### src/rtl/riscv_pipe_pkg.sv
// Shared types and constants for the RV32I pipeline hazard control.
package riscv_pipe_pkg;

  typedef enum logic [1:0] {
    RUN,
    IWAIT,
    IWAIT_KILL
  } state_e;

  localparam logic [4:0] REG_X0 = 5'd0;

  // Hazard classes; the resolution order is fixed in hazard_sequencer.
  typedef enum logic [2:0] {
    HZ_NONE,
    HZ_IFETCH,
    HZ_LOADUSE,
    HZ_REDIRECT,
    HZ_DWAIT
  } hazard_e;

endpackage

### src/rtl/sat_counter.sv
// Saturating up-counter; holds at all-ones instead of wrapping.
module sat_counter #(
  parameter int unsigned W = 16
) (
  input  logic         clk,
  input  logic         reset,
  input  logic         inc,
  output logic [W-1:0] count
);

  logic [W-1:0] count_q, count_d;

  always_comb begin
    count_d = count_q;
    if (inc && (count_q != '1)) count_d = count_q + W'(1);
  end

  always_ff @(posedge clk or posedge reset) begin
    if (reset) count_q <= '0;
    else       count_q <= count_d;
  end

  assign count = count_q;

endmodule

### src/rtl/hazard_sequencer.sv
// Stall/flush controller for the 5-stage pipeline; tracks fetches that must be
// discarded because a redirect arrived while they were outstanding.
module hazard_sequencer
  import riscv_pipe_pkg::*;
#(
  parameter int unsigned CNT_W = 16
) (
  input  logic             clk,
  input  logic             reset,
  input  logic [4:0]       Rs1D,
  input  logic [4:0]       Rs2D,
  input  logic [4:0]       RdE,
  input  logic             LoadE,
  input  logic             PCSrcE,
  input  logic             IMemReadyF,
  input  logic             DMemReqM,
  input  logic             DMemReadyM,
  output logic             StallF,
  output logic             StallD_HDU,
  output logic             FlushD_CHU,
  output logic             StallE,
  output logic             FlushE,
  output logic             StallM,
  output logic [CNT_W-1:0] StallCnt,
  output logic [CNT_W-1:0] FlushCnt
);

  state_e  state_q, state_d;
  hazard_e hz;
  logic    dwait, lu, iwait, flush_inc;

  always_comb begin
    dwait = DMemReqM & ~DMemReadyM;
    lu    = LoadE & (RdE != REG_X0) & ((RdE == Rs1D) | (RdE == Rs2D));
    iwait = ~IMemReadyF;

    if (dwait)                                           hz = HZ_DWAIT;
    else if (PCSrcE)                                     hz = HZ_REDIRECT;
    else if (lu)                                         hz = HZ_LOADUSE;
    else if (iwait || (state_q == IWAIT_KILL))           hz = HZ_IFETCH;
    else                                                 hz = HZ_NONE;
  end

  always_comb begin
    StallF     = 1'b0;
    StallD_HDU = 1'b0;
    FlushD_CHU = 1'b0;
    StallE     = 1'b0;
    FlushE     = 1'b0;
    StallM     = 1'b0;
    state_d    = state_q;

    unique case (hz)
      HZ_DWAIT: begin
        StallF     = 1'b1;
        StallD_HDU = 1'b1;
        StallE     = 1'b1;
        StallM     = 1'b1;
      end
      HZ_REDIRECT: begin
        FlushD_CHU = 1'b1;
        FlushE     = 1'b1;
      end
      HZ_LOADUSE: begin
        StallF     = 1'b1;
        StallD_HDU = 1'b1;
        FlushE     = 1'b1;
      end
      HZ_IFETCH: begin
        StallF     = 1'b1;
        FlushD_CHU = 1'b1;
      end
      default: ;
    endcase

    // Execute is frozen under a data wait, so fetch tracking is frozen with it.
    if (hz == HZ_REDIRECT) begin
      state_d = iwait ? IWAIT_KILL : RUN;
    end else if (hz != HZ_DWAIT) begin
      unique case (state_q)
        RUN:        if (iwait) state_d = IWAIT;
        IWAIT:      if (!iwait) state_d = RUN;
        IWAIT_KILL: if (!iwait) state_d = RUN;
        default:    state_d = RUN;
      endcase
    end

    if (reset) begin
      StallF     = 1'b0;
      StallD_HDU = 1'b0;
      FlushD_CHU = 1'b0;
      StallE     = 1'b0;
      FlushE     = 1'b0;
      StallM     = 1'b0;
    end

    flush_inc = (hz == HZ_REDIRECT) & ~reset;
  end

  always_ff @(posedge clk or posedge reset) begin
    if (reset) state_q <= RUN;
    else       state_q <= state_d;
  end

  sat_counter #(.W(CNT_W)) u_stall_cnt (
    .clk   (clk),
    .reset (reset),
    .inc   (StallF),
    .count (StallCnt)
  );

  sat_counter #(.W(CNT_W)) u_flush_cnt (
    .clk   (clk),
    .reset (reset),
    .inc   (flush_inc),
    .count (FlushCnt)
  );

endmodule

### config.mk
export PLATFORM = sky130hd
export DESIGN_NAME = hazard_sequencer
export DESIGN_NICKNAME = d
export VERILOG_FILES = /design/src/rtl/riscv_pipe_pkg.sv /design/src/rtl/sat_counter.sv /design/src/rtl/hazard_sequencer.sv
export SDC_FILE = /design/constraint.sdc
export NUM_CORES = 1
export LEC_CHECK = 0
export CAP_MARGIN = 20
export CORE_AREA = 2 2 67 69
export DETAILED_ROUTE_END_ITERATION = 6
export DIE_AREA = 0 0 69 71
export PLACE_DENSITY = 0.8
export SLEW_MARGIN = 20
export SYNTH_ARGS = -nofsm -noshare
export SYNTH_HDL_FRONTEND = slang
export SYNTH_SLANG_ARGS = --single-unit
export TNS_END_PERCENT = 50
### constraint.sdc
create_clock -name clk -period 2.3 [get_ports clk]
set_input_delay 0.46 -clock clk [delete_from_list [all_inputs] [get_ports clk]]
set_output_delay 0.46 -clock clk [all_outputs]
set_load 0.02 [all_outputs]
* Word-level counts from Yosys, hierarchy flattened
Cells that the tools add are included.
Storage, ports and cells: word-level logic and storage cells 58, bits in registers 34, bits of input ports 22, output and inout bits 38
Operators by class: bitwise operators 8, equal/unequal tests 13, $add $sub $neg 2, multiplexer cells 20, reductions and logical operators 12
Operators with widths (count):
- $add 16x1->16 const B | 2
- $ne 16x16->1 const B | 2
- $mux 2 | 7
- $mux 1 | 11
- $eq 5x5->1 | 2
- $reduce_or 2->1 | 4
- $eq 3x2->1 const B | 2
- $ne 3x3->1 const B | 2
- $reduce_bool 5->1 | 1
- $and 1x1->1 | 4
- $pmux 2 s2 | 1
- $eq 3x1->1 const B | 1
- $eq 3x3->1 const B | 1
- $mux 3 | 1
- $ne 3x1->1 const B | 1
- $not 1->1 | 3
- $reduce_and 3->1 | 1
- $reduce_or 3->1 | 1
- $eq 2x1->1 const B | 1
- $eq 2x2->1 const B | 1
- $logic_and 1x1->1 | 2
- $logic_not 2->1 | 1
- $reduce_bool 2->1 | 1
- $logic_or 1x1->1 | 1
- $or 1x1->1 | 1

* Longest topological paths before layout
depth in word-level cells 11, gate-level depth with buffers 7, mapped depth without buffers 6

* Hierarchy
Synthesis repeated with hierarchy kept, for this count alone.
Unflattened totals: cells, all modules 192, area, all modules 1984.4 sq um
By module, submodules not included:
- sat_counter | area an instance 805.8 sq um, times used 2, seq. area each 400.4 sq um, cells each 71
- hazard_sequencer | area an instance 372.9 sq um, times used 1, seq. area each 50.0 sq um, cells each 50

* Least setup slack after synthesis
OpenSTA, ideal clock, no wires.
kind input to output, start point input port RdE[1], end point output port StallF, data arrival time 1.811 ns, stages 6, required time 1.840 ns, path buffers 1, path slack 0.029 ns, path through or4_1 -> o21ai_1 -> inv_1 -> a211oi_4 -> buf_4 -> nor2b_1
On the way: cells in the longest elaborated chain, start to end 10, elaborated cells between the ends (all ways) 15, classes of those cells eq/ne (5); mux (5); bitwise (3); reduce/logical (2)
RTL lines:
- start, declared | line hazard_sequencer.sv:12 | input logic [4:0] RdE,
- $eq 5x5->1 or $reduce_bool 5->1 (tied branches) | line hazard_sequencer.sv:34 | lu = LoadE & (RdE != REG_X0) & ((RdE == Rs1D) | (RdE == Rs2D));
- $or 1x1->1 or $and 1x1->1 (tied branches) | line hazard_sequencer.sv:34
- $and 1x1->1 * | line hazard_sequencer.sv:34
- $mux 2 * | line hazard_sequencer.sv:39 | else if (lu) hz = HZ_LOADUSE;
- $mux 2 * | line hazard_sequencer.sv:38 | else if (PCSrcE) hz = HZ_REDIRECT;
- $mux 3 * | line hazard_sequencer.sv:37 | if (dwait) hz = HZ_DWAIT;
- $eq 3x3->1 (tied with other cells) | line hazard_sequencer.sv:53 | unique case (hz)
- $reduce_or 3->1 (no source line) *
- $mux 1 * | line hazard_sequencer.sv:53
- $mux 1 * | line hazard_sequencer.sv:88 | if (reset) begin
- end, declared | line hazard_sequencer.sv:18 | output logic StallF,
Mark *: on every way between the ends. The rest lies on a longest branch, timed or not.

* Worst setup path after layout
start point input port RdE[2], end point output port FlushD_CHU
On the way: cells in the longest elaborated chain, start to end 10, elaborated cells between the ends (all ways) 14, classes of those cells eq/ne (4); mux (5); bitwise (3); reduce/logical (2)
RTL lines:
- $eq 5x5->1 or $reduce_bool 5->1 (tied branches) | line hazard_sequencer.sv:34
- $or 1x1->1 or $and 1x1->1 (tied branches) | line hazard_sequencer.sv:34
- $and 1x1->1 * | line hazard_sequencer.sv:34
- $mux 2 * | line hazard_sequencer.sv:39
- $mux 2 * | line hazard_sequencer.sv:38
- $mux 3 * | line hazard_sequencer.sv:37
- $eq 3x2->1 or $eq 3x1->1 (tied branches) | line hazard_sequencer.sv:53
- $reduce_or 2->1 (no source line) *
- $mux 1 * | line hazard_sequencer.sv:53
- $mux 1 * | line hazard_sequencer.sv:88
- end, declared | line hazard_sequencer.sv:20 | output logic FlushD_CHU,
Marks and branches as above.

==> results.md <==
* Pin count of the biggest net entering global routing at 35
* P_sw at 0.681 mW
* Delay-heaviest family, CP: simple AND/OR/NAND/NOR gates
* Max-cap violations at 0
* Layout cells sized above 1 at approximately a fifth
* FMAX at 0.439 GHz
* Maximum vdd drop at between 0.6 and 0.7 mV
* Hold Path Cell Cnt at 1
* Final setup viols at 0
* Syn Inst Count at 185
* Ports at 60
* I/O Buffers at 59
* Most frequent cells in the layout: 38 x clkdlybuf4s50_1, 34 x dfrtp_1, 25 x buf_4
* Critical R2R Capture: u_flush_cnt.count[1]
* Post-route cell area at 0.00276 mm²
* Sw Share at 33.5%
* Via count at between 1500 and 2000
* FF-to-FF setup slack at ~300 ps
* Critical path required time at between 1500 and 2000 ps
* Drt total wl at 4510 µm
* Hold path endpoint: u_flush_cnt.count[6]
* Clk_lat worst skew at between 200 and 300 ps
* DRC violations left at 0
* Distinct cells, synth at 35
* Num CTS Buffers at 5
* CTS max path bufs at 2
* Netlist Area Pre-Place at 0.00185 mm²
* Core area at 0.00420 mm²
* Synth warn at 0
* CP peak stage delay at 530 ps
* Outcome: completed
* Initial antenna violation count at 0
* Die area at around 0.005 mm²
* Synth area leader: dfrtp_1
* Drt via density at a little over 5
* Reg2reg path depth at 5
* Synth top area cells: dfrtp_1 46%, xnor2_1 9.9%, xor2_1 8.0%
* FP Rows at 24
* GRT overflow at 0
* Worst r2r src: u_flush_cnt.count[3]
* Commonest non-fill, non-tap cell in the layout: clkdlybuf4s50_1
* #FFs+latches synth at 34
* Hold_sp: u_flush_cnt.count[6]
* Worst path slowest cell: or4_4
* Clock share of power at between 20% and 30%
* Clk pin slew, worst setup/hold paths at 70 ps
* Ys flop type: dfrtp_1
* CTS tree: built
* Initial drt markers at 66
* Wire length per cell at ~14 µm
* Worst Skew at between 4 and 5 ps
* First-pass GRT wire length at about 7300 µm
* Minimum clock period at 2280 ps
* Sequential area share after synthesis at 45.9%
* Seq pwr share at around two fifths
* Vias in the first global route at between 1500 and 2000
* Initial core utilization at roughly 44%
* Leakage at approximately 1.3 nW
* Area used by multi-input combinational logic at ~980 µm²
* Layout fillers at about 370
* Slew headroom at 69.7%
* Int Pwr at roughly 1.4 mW
* Final Max Slew Viols at 0
* First-pass iteration count of the detailed router at 4
* H-tree depth at 2
* TritonCTS Sinks at 34
* Die width at between 60 and 70 µm
* Layout area overhead at 49.0%
* Nets at ~300
* Total Neg Setup Slack at 0 ps
* Post-detail-place hpwl at around 3400 µm
* Hold Fails Final Rpt at 0
* Final ANT Viol Nets at 0
* Hold WC Path Type: reg2reg
* Storage cell area at roughly 850 µm²
* Most used cell, CP: buf_2
* Comb pwr share at between 30% and 40%
* Number of inserted diodes at 0
* Synth Net Count at 211
* Worst Path Max Fanout at 3
* Total GRT Usage at a little under a fifth
* Synth Area per Inst at 10.0 µm²
* Post-DP Area at approximately 0.0027 mm²
* Yosys top cell area share at ~46%
* Clock Tree Root: clkbuf_8
* Die Ht at between 70 and 80 µm
* CP Buf/Inv Count at 3
* Power per cell area at between 700 and 800 mW/mm²
* CP Capture Type: output pin
* CP Data Arrival Time at ~1800 ps
* Hold_buf cts at 0
* Startpoint types: input pin
* Cells along the critical path: buf_2 > or4_4 > o21ai_2 > inv_2 > nand2_2 > a21oi_2 > nor3_1 > buf_2
* FFs w/ async S/R, synth at 100%
* CP Class: in2out
* GP Congestion at roughly 0.8
* EDFF count, synth at 0
* Final period util at 99.1%
* Measured slew at the worst slew-check pin at ~450 ps
==> layout make-up <==
cell class,instances,share of cell area [%]
sequential,34,30.8
clock inverter,3,1.45
inverter,7,0.952
tap,52,2.36
multi-input combinational,140,35.5
timing repair buffer,82,26.4
clock buffer,5,2.49
==> metal layers <==
layer	up-vias	track usage (%)	routed length, µm
met5	-	0	0
met4	0	6.32	55
met3	9	4.70	213
met2	38	31.9	2280
met1	802	23.0	1960
li1	818	-	-
==> logic make-up after synthesis <==
group	count (synthesis)	synth area share, %
buffers and inverters	11	2.63
AND/OR/NAND/NOR	78	21.7
adder cells (fa/ha/maj)	4	2.70
flip-flops	34	45.9
multiplexers	4	2.43
XOR/XNOR	38	18.0
AO/OA/AOI/OAI	16	6.62
==> power by group through the flow <==
stage / sequential, mW / clock, mW / combinational (mW)
finish: 0.821 / 0.543 / 0.669
global route: 0.842 / 0.583 / 0.720
CTS: 0.820 / 0.554 / 0.673
detailed placement: 0.829 / 0 / 0.676
global placement: 0.827 / 0 / 0.659
floorplan: 0.919 / 0 / 0.249
==> through the flow <==
stage / instances / hold slack [ps] / setup WS [ps] / power (mW) / util [%]
final: 323 / 486 / 19.8 / 2.03 / 65.7
after global routing: 323 / 520 / -17.8 / 2.14 / 65.7
after CTS: 322 / 494 / -10.3 / 2.05 / 65.1
after detailed placement: 314 / 484 / -723 / 1.50 / 63.1
after global placement: 314 / 477 / -701 / 1.49 / 63.1
after floorplan: 185 / 549 / 28.6 / 1.17 / -
==> cells in the mapped netlist, types with 2 or more instances <==
cell type / number
a21oi_1: 4
and4_1: 2
buf_4: 2
clkbuf_1: 2
dfrtp_1: 34
ha_1: 4
inv_1: 7
mux2_1: 3
nand2_1: 17
nand2b_1: 3
nand3_1: 14
nand4_1: 8
nor2_1: 11
nor2b_1: 2
nor3_1: 9
nor3b_1: 2
nor4_1: 5
o22ai_1: 3
xnor2_1: 21
xor2_1: 17
==> registers in the layout, summed over array words and instances (netlist names) <==
register           cells
state_q                2
u_flush_cnt.count     16
u_stall_cnt.count     16
==> repair_timing <==
action                     CTS  global route
setup buffers                0             1
hold endpoints to repair     0             0
setup endpoints to repair   10            13
pin swaps                   16             7
resized for setup           48            10
==> worst max-delay path by stage <==
stage	slack, ps	from	endpoint	depth (start not counted)
after floorplan	30	RdE[1]	StallF	6
after global placement	-700	RdE[1]	FlushD_CHU	8
after detailed placement	-720	RdE[1]	FlushD_CHU	8
after CTS	-10	RdE[3]	FlushD_CHU	8
after global routing	-20	RdE[2]	StallF	7
final	20	RdE[2]	FlushD_CHU	8
No activity file was read; power rests on OpenSTA's default activity.
